**config.mk**
```make
export PLATFORM = sky130hd
export DESIGN_NAME = mem_bus_arbiter_flat
export DESIGN_NICKNAME = d
export VERILOG_FILES = /design/src/rtl/mem_bus_arbiter_pkg.sv /design/src/rtl/mem_bus_arbiter_if.sv /design/src/rtl/mem_bus_arbiter_starve_counter.sv /design/src/rtl/mem_bus_arbiter.sv /design/src/flat_wrapper.sv
export SDC_FILE = /design/constraint.sdc
export NUM_CORES = 1
export LEC_CHECK = 0
export ABC_AREA = 1
export CELL_PAD_IN_SITES_DETAIL_PLACEMENT = 0
export CELL_PAD_IN_SITES_GLOBAL_PLACEMENT = 2
export CORE_ASPECT_RATIO = 0.6
export CORE_MARGIN = 4
export CORE_UTILIZATION = 10
export DETAILED_ROUTE_END_ITERATION = 8
export HOLD_SLACK_MARGIN = 0.06
export PLACE_DENSITY_LB_ADDON = 0.1
export SLEW_MARGIN = 20
export SYNTH_ARGS = -nofsm -noshare
export SYNTH_HDL_FRONTEND = slang
export SYNTH_SLANG_ARGS = --single-unit
```
**constraint.sdc**
```tcl
create_clock -name clk -period 1 [get_ports clk]
set_clock_uncertainty 0.05 [all_clocks]
set_input_delay 0.2 -clock clk [delete_from_list [all_inputs] [get_ports clk]]
set_output_delay 0.2 -clock clk [all_outputs]
set_load 0.03 [all_outputs]
```
**src/rtl/mem_bus_arbiter_pkg.sv**
```systemverilog
// Shared types and defaults for the memory bus arbiter.
//   bus_owner_t : which master owns the current bus slot.
//   *_DEF       : default widths and CPU burst limit.
package mem_bus_arbiter_pkg;

  typedef enum logic [1:0] {
    OWNER_NONE = 2'd0,
    OWNER_CPU  = 2'd1,
    OWNER_DMA  = 2'd2
  } bus_owner_t;

  localparam int unsigned ADDR_WIDTH_DEF    = 16;
  localparam int unsigned DATA_WIDTH_DEF    = 8;
  localparam int unsigned MAX_CPU_BURST_DEF = 8;

endpackage

```
**src/rtl/mem_bus_arbiter_if.sv**
```systemverilog
// Bus bundle between the two masters (CPU, DMA/loader), the arbiter and memory decode.
//   master modport : the CPU/DMA/memory side (drives requests and mem_rdata_i)
//   slave modport  : the arbiter (drives grants, rvalids, muxed memory strobes)
interface mem_bus_arbiter_if #(
  parameter int unsigned ADDR_WIDTH = mem_bus_arbiter_pkg::ADDR_WIDTH_DEF,
  parameter int unsigned DATA_WIDTH = mem_bus_arbiter_pkg::DATA_WIDTH_DEF
);
  import mem_bus_arbiter_pkg::*;

  logic                  cpu_req_i;
  logic                  cpu_we_i;
  logic [ADDR_WIDTH-1:0] cpu_addr_i;
  logic [DATA_WIDTH-1:0] cpu_wdata_i;
  logic                  cpu_lock_i;
  logic                  cpu_halt_i;
  logic                  cpu_gnt_o;
  logic                  cpu_rvalid_o;

  logic                  dma_req_i;
  logic                  dma_we_i;
  logic [ADDR_WIDTH-1:0] dma_addr_i;
  logic [DATA_WIDTH-1:0] dma_wdata_i;
  logic                  dma_gnt_o;
  logic                  dma_rvalid_o;

  logic [ADDR_WIDTH-1:0] mem_addr_o;
  logic                  mem_we_o;
  logic                  mem_re_o;
  logic [DATA_WIDTH-1:0] mem_wdata_o;
  logic [DATA_WIDTH-1:0] mem_rdata_i;
  logic [DATA_WIDTH-1:0] rdata_o;
  bus_owner_t            owner_o;

  modport master (
    output cpu_req_i, cpu_we_i, cpu_addr_i, cpu_wdata_i, cpu_lock_i, cpu_halt_i,
    output dma_req_i, dma_we_i, dma_addr_i, dma_wdata_i,
    output mem_rdata_i,
    input  cpu_gnt_o, cpu_rvalid_o, dma_gnt_o, dma_rvalid_o,
    input  mem_addr_o, mem_we_o, mem_re_o, mem_wdata_o, rdata_o, owner_o
  );

  modport slave (
    input  cpu_req_i, cpu_we_i, cpu_addr_i, cpu_wdata_i, cpu_lock_i, cpu_halt_i,
    input  dma_req_i, dma_we_i, dma_addr_i, dma_wdata_i,
    input  mem_rdata_i,
    output cpu_gnt_o, cpu_rvalid_o, dma_gnt_o, dma_rvalid_o,
    output mem_addr_o, mem_we_o, mem_re_o, mem_wdata_o, rdata_o, owner_o
  );

endinterface

```
**src/rtl/mem_bus_arbiter_starve_counter.sv**
```systemverilog
// Counts consecutive CPU grants taken while the DMA port is waiting; sat flags that the
// DMA must get the next unlocked slot. Only built with ARB_STARVE_GUARD_EN.
//   clk, reset : clock, asynchronous active-low reset
//   cpu_gnt    : CPU grant being issued at this edge
//   dma_gnt    : DMA grant being issued at this edge
//   dma_req    : DMA request sampled at this edge
//   sat        : counter has reached MAX_CPU_BURST
`ifdef ARB_STARVE_GUARD_EN
module mem_bus_arbiter_starve_counter #(
  parameter int unsigned MAX_CPU_BURST = 8
) (
  input  logic clk,
  input  logic reset,
  input  logic cpu_gnt,
  input  logic dma_gnt,
  input  logic dma_req,
  output logic sat
);

  localparam int unsigned CntW = $clog2(MAX_CPU_BURST + 1);
  localparam logic [CntW-1:0] CntMax = CntW'(MAX_CPU_BURST);

  logic [CntW-1:0] cnt_q, cnt_d;

  always_comb begin
    cnt_d = cnt_q;
    if (dma_gnt || !dma_req) begin
      cnt_d = '0;
    end else if (cpu_gnt && (cnt_q != CntMax)) begin
      cnt_d = cnt_q + 1'b1;
    end
  end

  always_ff @(posedge clk or negedge reset) begin
    if (!reset) begin
      cnt_q <= '0;
    end else begin
      cnt_q <= cnt_d;
    end
  end

  assign sat = (cnt_q == CntMax);

endmodule
`endif

```
**src/rtl/mem_bus_arbiter.sv**
```systemverilog
// Shares the single memory bus between the CPU and the DMA/debug-loader port, one access per
// granted cycle. Fixed priority to the CPU; a CPU lock keeps the bus across multi-byte fetches;
// a halted CPU has its requests and lock ignored.
// Build option: define ARB_STARVE_GUARD_EN to force a waiting DMA in after MAX_CPU_BURST
// consecutive CPU grants (no forcing while a lock is active).
//   clk   : system clock
//   reset : asynchronous active-low reset
//   bus   : mem_bus_arbiter_if.slave (requests in, grants/rvalids/muxed memory strobes out)
module mem_bus_arbiter
  import mem_bus_arbiter_pkg::*;
#(
  parameter int unsigned ADDR_WIDTH    = ADDR_WIDTH_DEF,
  parameter int unsigned DATA_WIDTH    = DATA_WIDTH_DEF,
  parameter int unsigned MAX_CPU_BURST = MAX_CPU_BURST_DEF
) (
  input  logic             clk,
  input  logic             reset,
  mem_bus_arbiter_if.slave bus
);

  if (MAX_CPU_BURST < 1) begin : g_bad_burst
    $error("MAX_CPU_BURST must be at least 1");
  end

  bus_owner_t owner_q, owner_d;
  logic       cpu_gnt_q, cpu_gnt_d;
  logic       dma_gnt_q, dma_gnt_d;
  logic       cpu_rvalid_q, dma_rvalid_q;
  logic       cpu_ok, lock_hold, starve_sat;

  logic [ADDR_WIDTH-1:0] mem_addr;
  logic [DATA_WIDTH-1:0] mem_wdata;
  logic                  mem_we, mem_re;

`ifdef ARB_STARVE_GUARD_EN
  mem_bus_arbiter_starve_counter #(
    .MAX_CPU_BURST (MAX_CPU_BURST)
  ) u_arb_starve_counter (
    .clk     (clk),
    .reset   (reset),
    .cpu_gnt (cpu_gnt_d),
    .dma_gnt (dma_gnt_d),
    .dma_req (bus.dma_req_i),
    .sat     (starve_sat)
  );
`else
  assign starve_sat = 1'b0;
`endif

  // Slot decision for the cycle after this edge.
  always_comb begin
    cpu_ok    = bus.cpu_req_i & ~bus.cpu_halt_i;
    // The lock only holds while the CPU already owns the bus and is not halted.
    lock_hold = (owner_q == OWNER_CPU) & bus.cpu_lock_i & ~bus.cpu_halt_i;
    owner_d   = OWNER_NONE;
    cpu_gnt_d = 1'b0;
    dma_gnt_d = 1'b0;
    if (lock_hold) begin
      // Owner stays CPU even in an idle slot so the DMA cannot slip in.
      owner_d   = OWNER_CPU;
      cpu_gnt_d = cpu_ok;
    end else if (starve_sat && bus.dma_req_i) begin
      owner_d   = OWNER_DMA;
      dma_gnt_d = 1'b1;
    end else if (cpu_ok) begin
      owner_d   = OWNER_CPU;
      cpu_gnt_d = 1'b1;
    end else if (bus.dma_req_i) begin
      owner_d   = OWNER_DMA;
      dma_gnt_d = 1'b1;
    end
  end

  always_ff @(posedge clk or negedge reset) begin
    if (!reset) begin
      owner_q      <= OWNER_NONE;
      cpu_gnt_q    <= 1'b0;
      dma_gnt_q    <= 1'b0;
      cpu_rvalid_q <= 1'b0;
      dma_rvalid_q <= 1'b0;
    end else begin
      owner_q      <= owner_d;
      cpu_gnt_q    <= cpu_gnt_d;
      dma_gnt_q    <= dma_gnt_d;
      // Read data arrives one cycle after the strobe; writes never produce rvalid.
      cpu_rvalid_q <= cpu_gnt_q & ~bus.cpu_we_i;
      dma_rvalid_q <= dma_gnt_q & ~bus.dma_we_i;
    end
  end

  // Memory side is driven only during a grant cycle, otherwise parked at zero.
  always_comb begin
    mem_addr  = '0;
    mem_wdata = '0;
    mem_we    = 1'b0;
    mem_re    = 1'b0;
    if (cpu_gnt_q) begin
      mem_addr  = bus.cpu_addr_i;
      mem_wdata = bus.cpu_wdata_i;
      mem_we    = bus.cpu_we_i;
      mem_re    = ~bus.cpu_we_i;
    end else if (dma_gnt_q) begin
      mem_addr  = bus.dma_addr_i;
      mem_wdata = bus.dma_wdata_i;
      mem_we    = bus.dma_we_i;
      mem_re    = ~bus.dma_we_i;
    end
  end

  assign bus.cpu_gnt_o    = cpu_gnt_q;
  assign bus.dma_gnt_o    = dma_gnt_q;
  assign bus.cpu_rvalid_o = cpu_rvalid_q;
  assign bus.dma_rvalid_o = dma_rvalid_q;
  assign bus.mem_addr_o   = mem_addr;
  assign bus.mem_wdata_o  = mem_wdata;
  assign bus.mem_we_o     = mem_we;
  assign bus.mem_re_o     = mem_re;
  assign bus.rdata_o      = bus.mem_rdata_i;
  assign bus.owner_o      = owner_q;

endmodule
```
**src/flat_wrapper.sv**
```systemverilog
// flat-port wrapper written by rule: the top's interface ports become plain ports
module mem_bus_arbiter_flat import mem_bus_arbiter_pkg::*;
#(
  parameter int unsigned ADDR_WIDTH    = ADDR_WIDTH_DEF,
  parameter int unsigned DATA_WIDTH    = DATA_WIDTH_DEF,
  parameter int unsigned MAX_CPU_BURST = MAX_CPU_BURST_DEF
)
  (clk, reset, bus_cpu_req_i, bus_cpu_we_i, bus_cpu_addr_i, bus_cpu_wdata_i, bus_cpu_lock_i, bus_cpu_halt_i, bus_dma_req_i, bus_dma_we_i, bus_dma_addr_i, bus_dma_wdata_i, bus_mem_rdata_i, bus_cpu_gnt_o, bus_cpu_rvalid_o, bus_dma_gnt_o, bus_dma_rvalid_o, bus_mem_addr_o, bus_mem_we_o, bus_mem_re_o, bus_mem_wdata_o, bus_rdata_o, bus_owner_o);
  mem_bus_arbiter_if #(.ADDR_WIDTH(ADDR_WIDTH), .DATA_WIDTH(DATA_WIDTH)) bus_i ();
  input  logic clk;
  input  logic reset;
  input wire logic [$bits(bus_i.cpu_req_i)-1:0] bus_cpu_req_i;
  input wire logic [$bits(bus_i.cpu_we_i)-1:0] bus_cpu_we_i;
  input wire logic [$bits(bus_i.cpu_addr_i)-1:0] bus_cpu_addr_i;
  input wire logic [$bits(bus_i.cpu_wdata_i)-1:0] bus_cpu_wdata_i;
  input wire logic [$bits(bus_i.cpu_lock_i)-1:0] bus_cpu_lock_i;
  input wire logic [$bits(bus_i.cpu_halt_i)-1:0] bus_cpu_halt_i;
  input wire logic [$bits(bus_i.dma_req_i)-1:0] bus_dma_req_i;
  input wire logic [$bits(bus_i.dma_we_i)-1:0] bus_dma_we_i;
  input wire logic [$bits(bus_i.dma_addr_i)-1:0] bus_dma_addr_i;
  input wire logic [$bits(bus_i.dma_wdata_i)-1:0] bus_dma_wdata_i;
  input wire logic [$bits(bus_i.mem_rdata_i)-1:0] bus_mem_rdata_i;
  output wire logic [$bits(bus_i.cpu_gnt_o)-1:0] bus_cpu_gnt_o;
  output wire logic [$bits(bus_i.cpu_rvalid_o)-1:0] bus_cpu_rvalid_o;
  output wire logic [$bits(bus_i.dma_gnt_o)-1:0] bus_dma_gnt_o;
  output wire logic [$bits(bus_i.dma_rvalid_o)-1:0] bus_dma_rvalid_o;
  output wire logic [$bits(bus_i.mem_addr_o)-1:0] bus_mem_addr_o;
  output wire logic [$bits(bus_i.mem_we_o)-1:0] bus_mem_we_o;
  output wire logic [$bits(bus_i.mem_re_o)-1:0] bus_mem_re_o;
  output wire logic [$bits(bus_i.mem_wdata_o)-1:0] bus_mem_wdata_o;
  output wire logic [$bits(bus_i.rdata_o)-1:0] bus_rdata_o;
  output wire logic [$bits(bus_i.owner_o)-1:0] bus_owner_o;
  assign bus_i.cpu_req_i = bus_cpu_req_i;
  assign bus_i.cpu_we_i = bus_cpu_we_i;
  assign bus_i.cpu_addr_i = bus_cpu_addr_i;
  assign bus_i.cpu_wdata_i = bus_cpu_wdata_i;
  assign bus_i.cpu_lock_i = bus_cpu_lock_i;
  assign bus_i.cpu_halt_i = bus_cpu_halt_i;
  assign bus_i.dma_req_i = bus_dma_req_i;
  assign bus_i.dma_we_i = bus_dma_we_i;
  assign bus_i.dma_addr_i = bus_dma_addr_i;
  assign bus_i.dma_wdata_i = bus_dma_wdata_i;
  assign bus_i.mem_rdata_i = bus_mem_rdata_i;
  assign bus_cpu_gnt_o = bus_i.cpu_gnt_o;
  assign bus_cpu_rvalid_o = bus_i.cpu_rvalid_o;
  assign bus_dma_gnt_o = bus_i.dma_gnt_o;
  assign bus_dma_rvalid_o = bus_i.dma_rvalid_o;
  assign bus_mem_addr_o = bus_i.mem_addr_o;
  assign bus_mem_we_o = bus_i.mem_we_o;
  assign bus_mem_re_o = bus_i.mem_re_o;
  assign bus_mem_wdata_o = bus_i.mem_wdata_o;
  assign bus_rdata_o = bus_i.rdata_o;
  assign bus_owner_o = bus_i.owner_o;
  mem_bus_arbiter #(.ADDR_WIDTH(ADDR_WIDTH), .DATA_WIDTH(DATA_WIDTH), .MAX_CPU_BURST(MAX_CPU_BURST)) u_core (.clk(clk), .reset(reset), .bus(bus_i));
endmodule
```
==> results of run 1 <==
[layer usage]
metal | share of wire (%) | wire (um) | global-route usage [%]
met5 | 0 | 0 | 0
met4 | 0.58 | 23 | 1.43
met3 | 7.1 | 279 | 2.92
met2 | 53 | 2080 | 16.1
met1 | 40 | 1570 | 10.7
[worst paths after layout]
| kind | slack [ps] | to | cells after the start | from |
|---|---|---|---|---|
| min reg2reg | 550 | u_core.bus.owner_o[0] | 2 | u_core.bus.owner_o[0] |
| min | 150 | u_core.bus.cpu_rvalid_o | 1 | reset |
| min in group clk | 350 | bus_rdata_o[1] | 0 | bus_mem_rdata_i[1] |
| max reg2reg | -100 | u_core.bus.dma_gnt_o | 6 | u_core.bus.dma_gnt_o |
| max | -470 | bus_mem_addr_o[4] | 5 | u_core.bus.cpu_gnt_o |
| max in group asynchronous | 540 | u_core.bus.dma_gnt_o | 1 | reset |
[where the power goes]
part	switching, W	internal [W]	leakage [nW]
Clock	0.000120	0.000527	0.0382
Sequential	0.0000118	0.000216	0.0621
Combinational	0.000541	0.000552	0.917
Total	0.000672	0.00130	1.02
[critical path, cell delays in order (launching register included)]
cell and delay [ps]:
dfrtp_2 430, buf_8 160, buf_12 150, nand2_4 60, nand2_4 50, buf_6 130
[cells in the final DEF (no fill, tap or decap)]
master | Yosys | final
nor2_2 | 0 | 2
dfrtp_2 | 0 | 2
clkdlybuf4s50_1 | 0 | 55
buf_6 | 2 | 34
buf_8 | 2 | 1
nand2_2 | 0 | 23
nand3_1 | 17 | 5
nand3_2 | 9 | 19
inv_4 | 0 | 1
nor2_1 | 4 | 2
inv_1 | 4 | 3
clkinv_8 | 0 | 4
nand3_4 | 0 | 2
o21ai_2 | 0 | 1
clkbuf_16 | 0 | 3
nand2_1 | 54 | 3
o21ai_1 | 1 | 1
clkbuf_1 | 0 | 1
buf_12 | 1 | 6
dfrtp_1 | 5 | 3
nand2_4 | 0 | 28
buf_4 | 12 | 2
[sequential cells by signal, summed over array words and instances (netlist names)]
register                 cells
u_core.bus.dma_gnt_o         1
u_core.bus.cpu_rvalid_o      1
u_core.bus.owner_o           1
u_core.bus.cpu_gnt_o         1
u_core.bus.dma_rvalid_o      1
[final cells by class]
class	count	area share, %
inverter	5	1.51
multi-input combinational	86	33.7
tap	87	4.87
timing repair inverter	3	2.18
clock buffer	4	3.53
timing repair buffer	98	48.5
sequential	5	5.71
[kinds of logic (layout without fill, tap and decap cells)]
kind of cell / after synthesis / count (layout)
AND/OR/NAND/NOR: 84 / 84
buffers and inverters: 22 / 110
AO/OA/AOI/OAI: 2 / 2
flip-flops: 5 / 5
[timing repair]
action                     in CTS  in global routing
gates resized for setup        93                 19
setup endpoints to repair      31                 33
pin swaps                       9                  2
cloned                          4                  0
buffers inserted                4                  3
[stage by stage]
stage | util (%) | setup TNS (ps) | total power [W]
finish | 32.8 | -12130 | 0.00197
global route | 32.8 | -13390 | 0.00206
CTS | 31.9 | -12910 | 0.00197
detailed placement | 24.5 | -6240 | 0.00109
global placement | 24.5 | -6240 | 0.00110
floorplan | - | -6500 | 0.000733
==> summary.md, run 1 <==
| Metric | Value |
|---|---|
| Status | complete, but fails checks |
| Failing checks | negative setup slack |
| Design Area, Final | 2240 sq um |
| HP Class | in -> async |
| P&R area growth vs syn | 212% |
| Row count | 23 |
| Final Max Tran Viols | 0 |
| CTS clk-pin slew, worst paths | 30 ps |
| Die footprint | 8630 sq um |
| Crit-path max FO | 7 |
| Post-synth top cells | 54 x nand2_1, 17 x nand3_1, 12 x buf_4 |
| First-pass detailed-route iteration total | 4 |
| Antenna violations before repair | 0 |
| CTS Buf Count | 3 |
| Total number of vias | 1078 |
| Synth area leaders | nand2_1 28%, dfrtp_1 17%, nand3_2 13% |
| Simple-Gate Fraction of Synth Area | 54.8% |
| Seq cells post-synth | 5 |
| Syn nets | 177 |
| Routed wire length | 3.95 mm |
| Post-layout nets | 266 |
| Post-synth top flop | dfrtp_1 |
| DP Cell Count | 275 |
| Htree depth | 1 |
| Ys Warns | 0 |
| Share of layout cells above drive strength 1 | 63.7% |
| Multi-input logic area | 754 sq um |
| Reported max-cap violation count | 0 |
| DIE HEIGHT | 73.6 um |
| PwrDens | 880 nW/um^2 |
| Fill cell count | 687 |
| Largest net degree at the start of global routing | 16 |
| RD Place Congestion | 0.713 |
| Register area | 128 sq um |
| Initial DRC Count | 19 |
| Post-route worst setup slack | -466 ps |
| Number of remaining DRC errors | 0 |
| Clock sink count | 5 |
| Unique masters post-synth | 13 |
| Layout Cells excl Fill | 288 |
| First-pass GRT wire length | 6.15 mm |
| Synth Area per Inst | 6.34 sq um |
| GR Util All Layers | 8.93% |
| # diodes | 0 |
| Die width | 117 um |
| Io pins | 104 |
| Top-area cell type share of the netlist area | 28.3% |
| Post-synth EDFFs | 0 |
| Slew Limit Headroom | 84.6% |
| Mapped Cells | 113 |
| Post-route minimum period | 1470 ps |
| Finish-stage setup viols | 32 |
| Post-synthesis adder-cell area fraction | 0% |
| Cell area after synthesis | 717 sq um |
| Post-route ant nets | 0 |
| Fin. Hold Viols | 0 |
| CP Capture Type | output port |
| Unrepaired setup endpoints after global routing | yes |
| CTS tree | yes |
| Grt ovf | 0 |
| Largest family of logic cells by synthesized area | simple AND/OR/NAND/NOR gates |
| Vias in the first global route | 1159 |
| Dpl ws | -317 ps |
| Seq/Total Area, Yosys | 17.5% |
| Placed cell areas | 1670 sq um |
| Synth Area in Compound Gates | 1.40% |
| Peak Freq | 0.682 GHz |
| Proportion of synthesized area in mux cells | 0% |
| Hold Buf Count CTS | 0 |
| CTS max path bufs | 2 |
| Tcrit/Tclk final | 147% |
| Max VDD drop | 0.691 mV |
| Crit path arrival time | 1220 ps |
| Startpoint types | flop |
| Core Area | 6820 sq um |
| Worst-Margin Slew | 230 ps |
| Cell taking the most area after synthesis | nand2_1 |
| Starting Density | 10.5% |
| Via-per-instance ratio | 3.74 |
| Post-DP HPWL | 2.80 mm |
| Post-DR wirelength/cell | 13.7 um |
| Port bufs | 87 |
| Leakage | 1.02 nW |
| CTS root buffer | clkbuf_16 |
| Count leader, synth | nand2_1 |
| Hold_ws | 151 ps |
| Worst Path Required | 750 ps |
| WS Path Type | reg -> out |
| Clk Latency, worst-skew pair | 220 ps |
| Fraction of registers with async set/reset | 100% |
| Synth Area in XOR/XNOR | 0% |
(Power assumes the default switching activity.)
==> run 2: changes to the inputs <==
--- a/config.mk
+++ b/config.mk
@@ -6,6 +6,7 @@
 export NUM_CORES = 1
 export LEC_CHECK = 0
 export ABC_AREA = 1
+export ABC_CLOCK_PERIOD_IN_PS = 1000
 export CELL_PAD_IN_SITES_DETAIL_PLACEMENT = 0
 export CELL_PAD_IN_SITES_GLOBAL_PLACEMENT = 2
 export CORE_ASPECT_RATIO = 0.6
==> results of run 2 <==
No change in the layout: final DEF, timing and power equal those of run 1.
==> run 3: changes to the inputs <==
--- a/config.mk
+++ b/config.mk
@@ -6,7 +6,7 @@
 export NUM_CORES = 1
 export LEC_CHECK = 0
 export ABC_AREA = 1
-export ABC_CLOCK_PERIOD_IN_PS = 1000
+export ABC_CLOCK_PERIOD_IN_PS = 1900
 export CELL_PAD_IN_SITES_DETAIL_PLACEMENT = 0
 export CELL_PAD_IN_SITES_GLOBAL_PLACEMENT = 2
 export CORE_ASPECT_RATIO = 0.6
==> constraint.sdc (replaced) <==
create_clock -name clk -period 1.9 [get_ports clk]
set_clock_uncertainty 0.05 [all_clocks]
set_input_delay 0.38 -clock clk [delete_from_list [all_inputs] [get_ports clk]]
set_output_delay 0.38 -clock clk [all_outputs]
set_load 0.03 [all_outputs]
==> run 3 against run 2 <==
The flow now finishes without violations. Wire length decreased by 16%. Final cell count decreased by 4.2%. Non-clock buffer count decreased by 9. Worst hold slack improved by 190 ps. Critical endpoint is now bus_mem_wdata_o[0].
==> summary.md, run 3 (synthesis results as in run 1) <==
| Metric | Value |
|---|---|
| CTS root buffer | clkbuf_16 |
| Hold_ws | 342 ps |
| Dpl ws | 204 ps |
| Max VDD drop | 0.299 mV |
| Reported max-cap violation count | 0 |
| # diodes | 0 |
| Post-CTS Setup Bufs | 0 |
| CTS max path bufs | 2 |
| R2r worst-path depth | 4 |
| Worst-Margin Slew | 334 ps |
| Post-layout nets | 254 |
| Worst R2R Start | u_core.bus.dma_gnt_o |
| Vias in the first global route | 1034 |
| Io pins | 104 |
| First-pass GRT wire length | 5.11 mm |
| WS Path Type | reg -> out |
| Commonest non-fill, non-tap cell in the layout | clkdlybuf4s50_1 |
| Tcrit/Tclk final | 92.4% |
| Sw power | 0.000278 W |
| Worst Path Required | 1470 ps |
| Largest net degree at the start of global routing | 29 |
| Grt ovf | 0 |
| Cell breakdown of the critical path | buf_4, nand2_1, nand2_1, buf_4 |
| Clock sink count | 5 |
| Share of layout cells above drive strength 1 | 23.8% |
| Crit path arrival time | 1320 ps |
| Die footprint | 8630 sq um |
| Slowest CP cell | dfrtp_2 |
| Post-route worst setup slack | 145 ps |
| HP Class | in -> async |
| Fin. Hold Viols | 0 |
| First-pass detailed-route iteration total | 4 |
| Post-DR wirelength/cell | 12.0 um |
| Switching Fraction | 31.8% |
| Number of remaining DRC errors | 0 |
| Row count | 23 |
| Final Max Tran Viols | 0 |
| Internal Power | 0.000597 W |
| GR Util All Layers | 7.35% |
| Status | complete, no violations |
| Worst r2r dst | u_core.bus.dma_gnt_o |
| Antenna violations before repair | 0 |
| Port bufs | 87 |
| Routed wire length | 3.30 mm |
| Crit-path max FO | 21 |
| Die width | 117 um |
| Slew Limit Headroom | 77.7% |
| Leakage | 0.767 nW |
| Clk pwr share | 38.8% |
| CP Capture Type | output port |
| Post-route ant nets | 0 |
| R2r setup slk | 950 ps |
| Reg power frac | 13.9% |
| TNS Setup | 0 ps |
| Crit path largest cell delay | 470 ps |
| PwrDens | 544 nW/um^2 |
| CTS Buf Count | 3 |
| DIE HEIGHT | 73.6 um |
| Total number of vias | 974 |
| Combinational share of power | 47.2% |
| Unrepaired setup endpoints after global routing | no |
| Initial DRC Count | 41 |
| Post-route minimum period | 1750 ps |
| CTS tree | yes |
| CTS clk-pin slew, worst paths | 30 ps |
| Via-per-instance ratio | 3.53 |
| Final design utilization | 23.6% |
| Clk Latency, worst-skew pair | 220 ps |
| Design Area, Final | 1610 sq um |
| Commonest cells after routing, fill and taps aside | 58 x clkdlybuf4s50_1, 54 x nand2_1, 27 x buf_4 |
| Peak Freq | 0.570 GHz |
| Post-DP HPWL | 2.73 mm |
| Finish-stage setup viols | 0 |
| Core Area | 6820 sq um |
| Startpoint types | flop |
| Placed cell areas | 1530 sq um |
| RD Place Congestion | 0.775 |
| Starting Density | 10.5% |
| P&R area growth vs syn | 124% |
| Htree depth | 1 |
==> run 3: cell types whose count changed in the layout (fill, tap and decap cells not counted), sizes merged <==
cell	before	now
inv	4	5
clkinv	4	0
buf	43	31
clkdlybuf4s50	55	58
==> run 3: worst max path at each step <==
stage / cells past startpoint / end / start
after detailed placement: 5 / bus_mem_re_o / bus_dma_we_i
after floorplan: 3 / bus_mem_re_o / u_core.bus.cpu_gnt_o
after global placement: 5 / bus_mem_re_o / bus_dma_we_i
after global routing: 4 / bus_mem_wdata_o[4] / u_core.bus.cpu_gnt_o
after CTS: 4 / bus_mem_wdata_o[3] / u_core.bus.cpu_gnt_o
final: 4 / bus_mem_wdata_o[0] / u_core.bus.cpu_gnt_o
==> run 3: what timing repair did <==
action	4_1_cts	5_1_grt
setup endpoints to repair	0	21
gates resized for setup	0	1
hold buffers	0	0
==> run 3: layout make-up <==
class | count | area (sq um)
fill | 752 | 5210
timing repair buffer | 89 | 863
multi-input combinational | 86 | 403
sequential | 5 | 126
tap | 87 | 109
clock buffer | 4 | 78.8
inverter | 5 | 26.3
==> run 3: power groups by stage <==
stage / clock, W / sequential [W] / combinational [W]
floorplan: 0 / 0.000130 / 0.000224
global placement: 0 / 0.000123 / 0.000422
detailed placement: 0 / 0.000123 / 0.000418
CTS: 0.000346 / 0.000122 / 0.000419
global route: 0.000354 / 0.000123 / 0.000442
finish: 0.000340 / 0.000122 / 0.000413
==> run 3: routing by layer <==
layer	global-route usage [%]	vias up	routed length [um]
met3	2.85	10	312
met4	2.08	0	50
li1	-	500	-
met1	10.3	415	1610
met5	0	-	0
met2	10.4	49	1330
==> run 3: critical path, delay by kind of cell (launching register included) <==
| family | cells | cell delay, ps |
|---|---|---|
| flops | 1 | 470 |
| buf+inv | 2 | 450 |
| simple gates | 2 | 170 |
==> run 3: stage by stage <==
stage	total power (W)	cells
finish	0.000875	276
global route	0.000920	276
global placement	0.000545	272
CTS	0.000887	276
floorplan	0.000353	113
detailed placement	0.000541	272
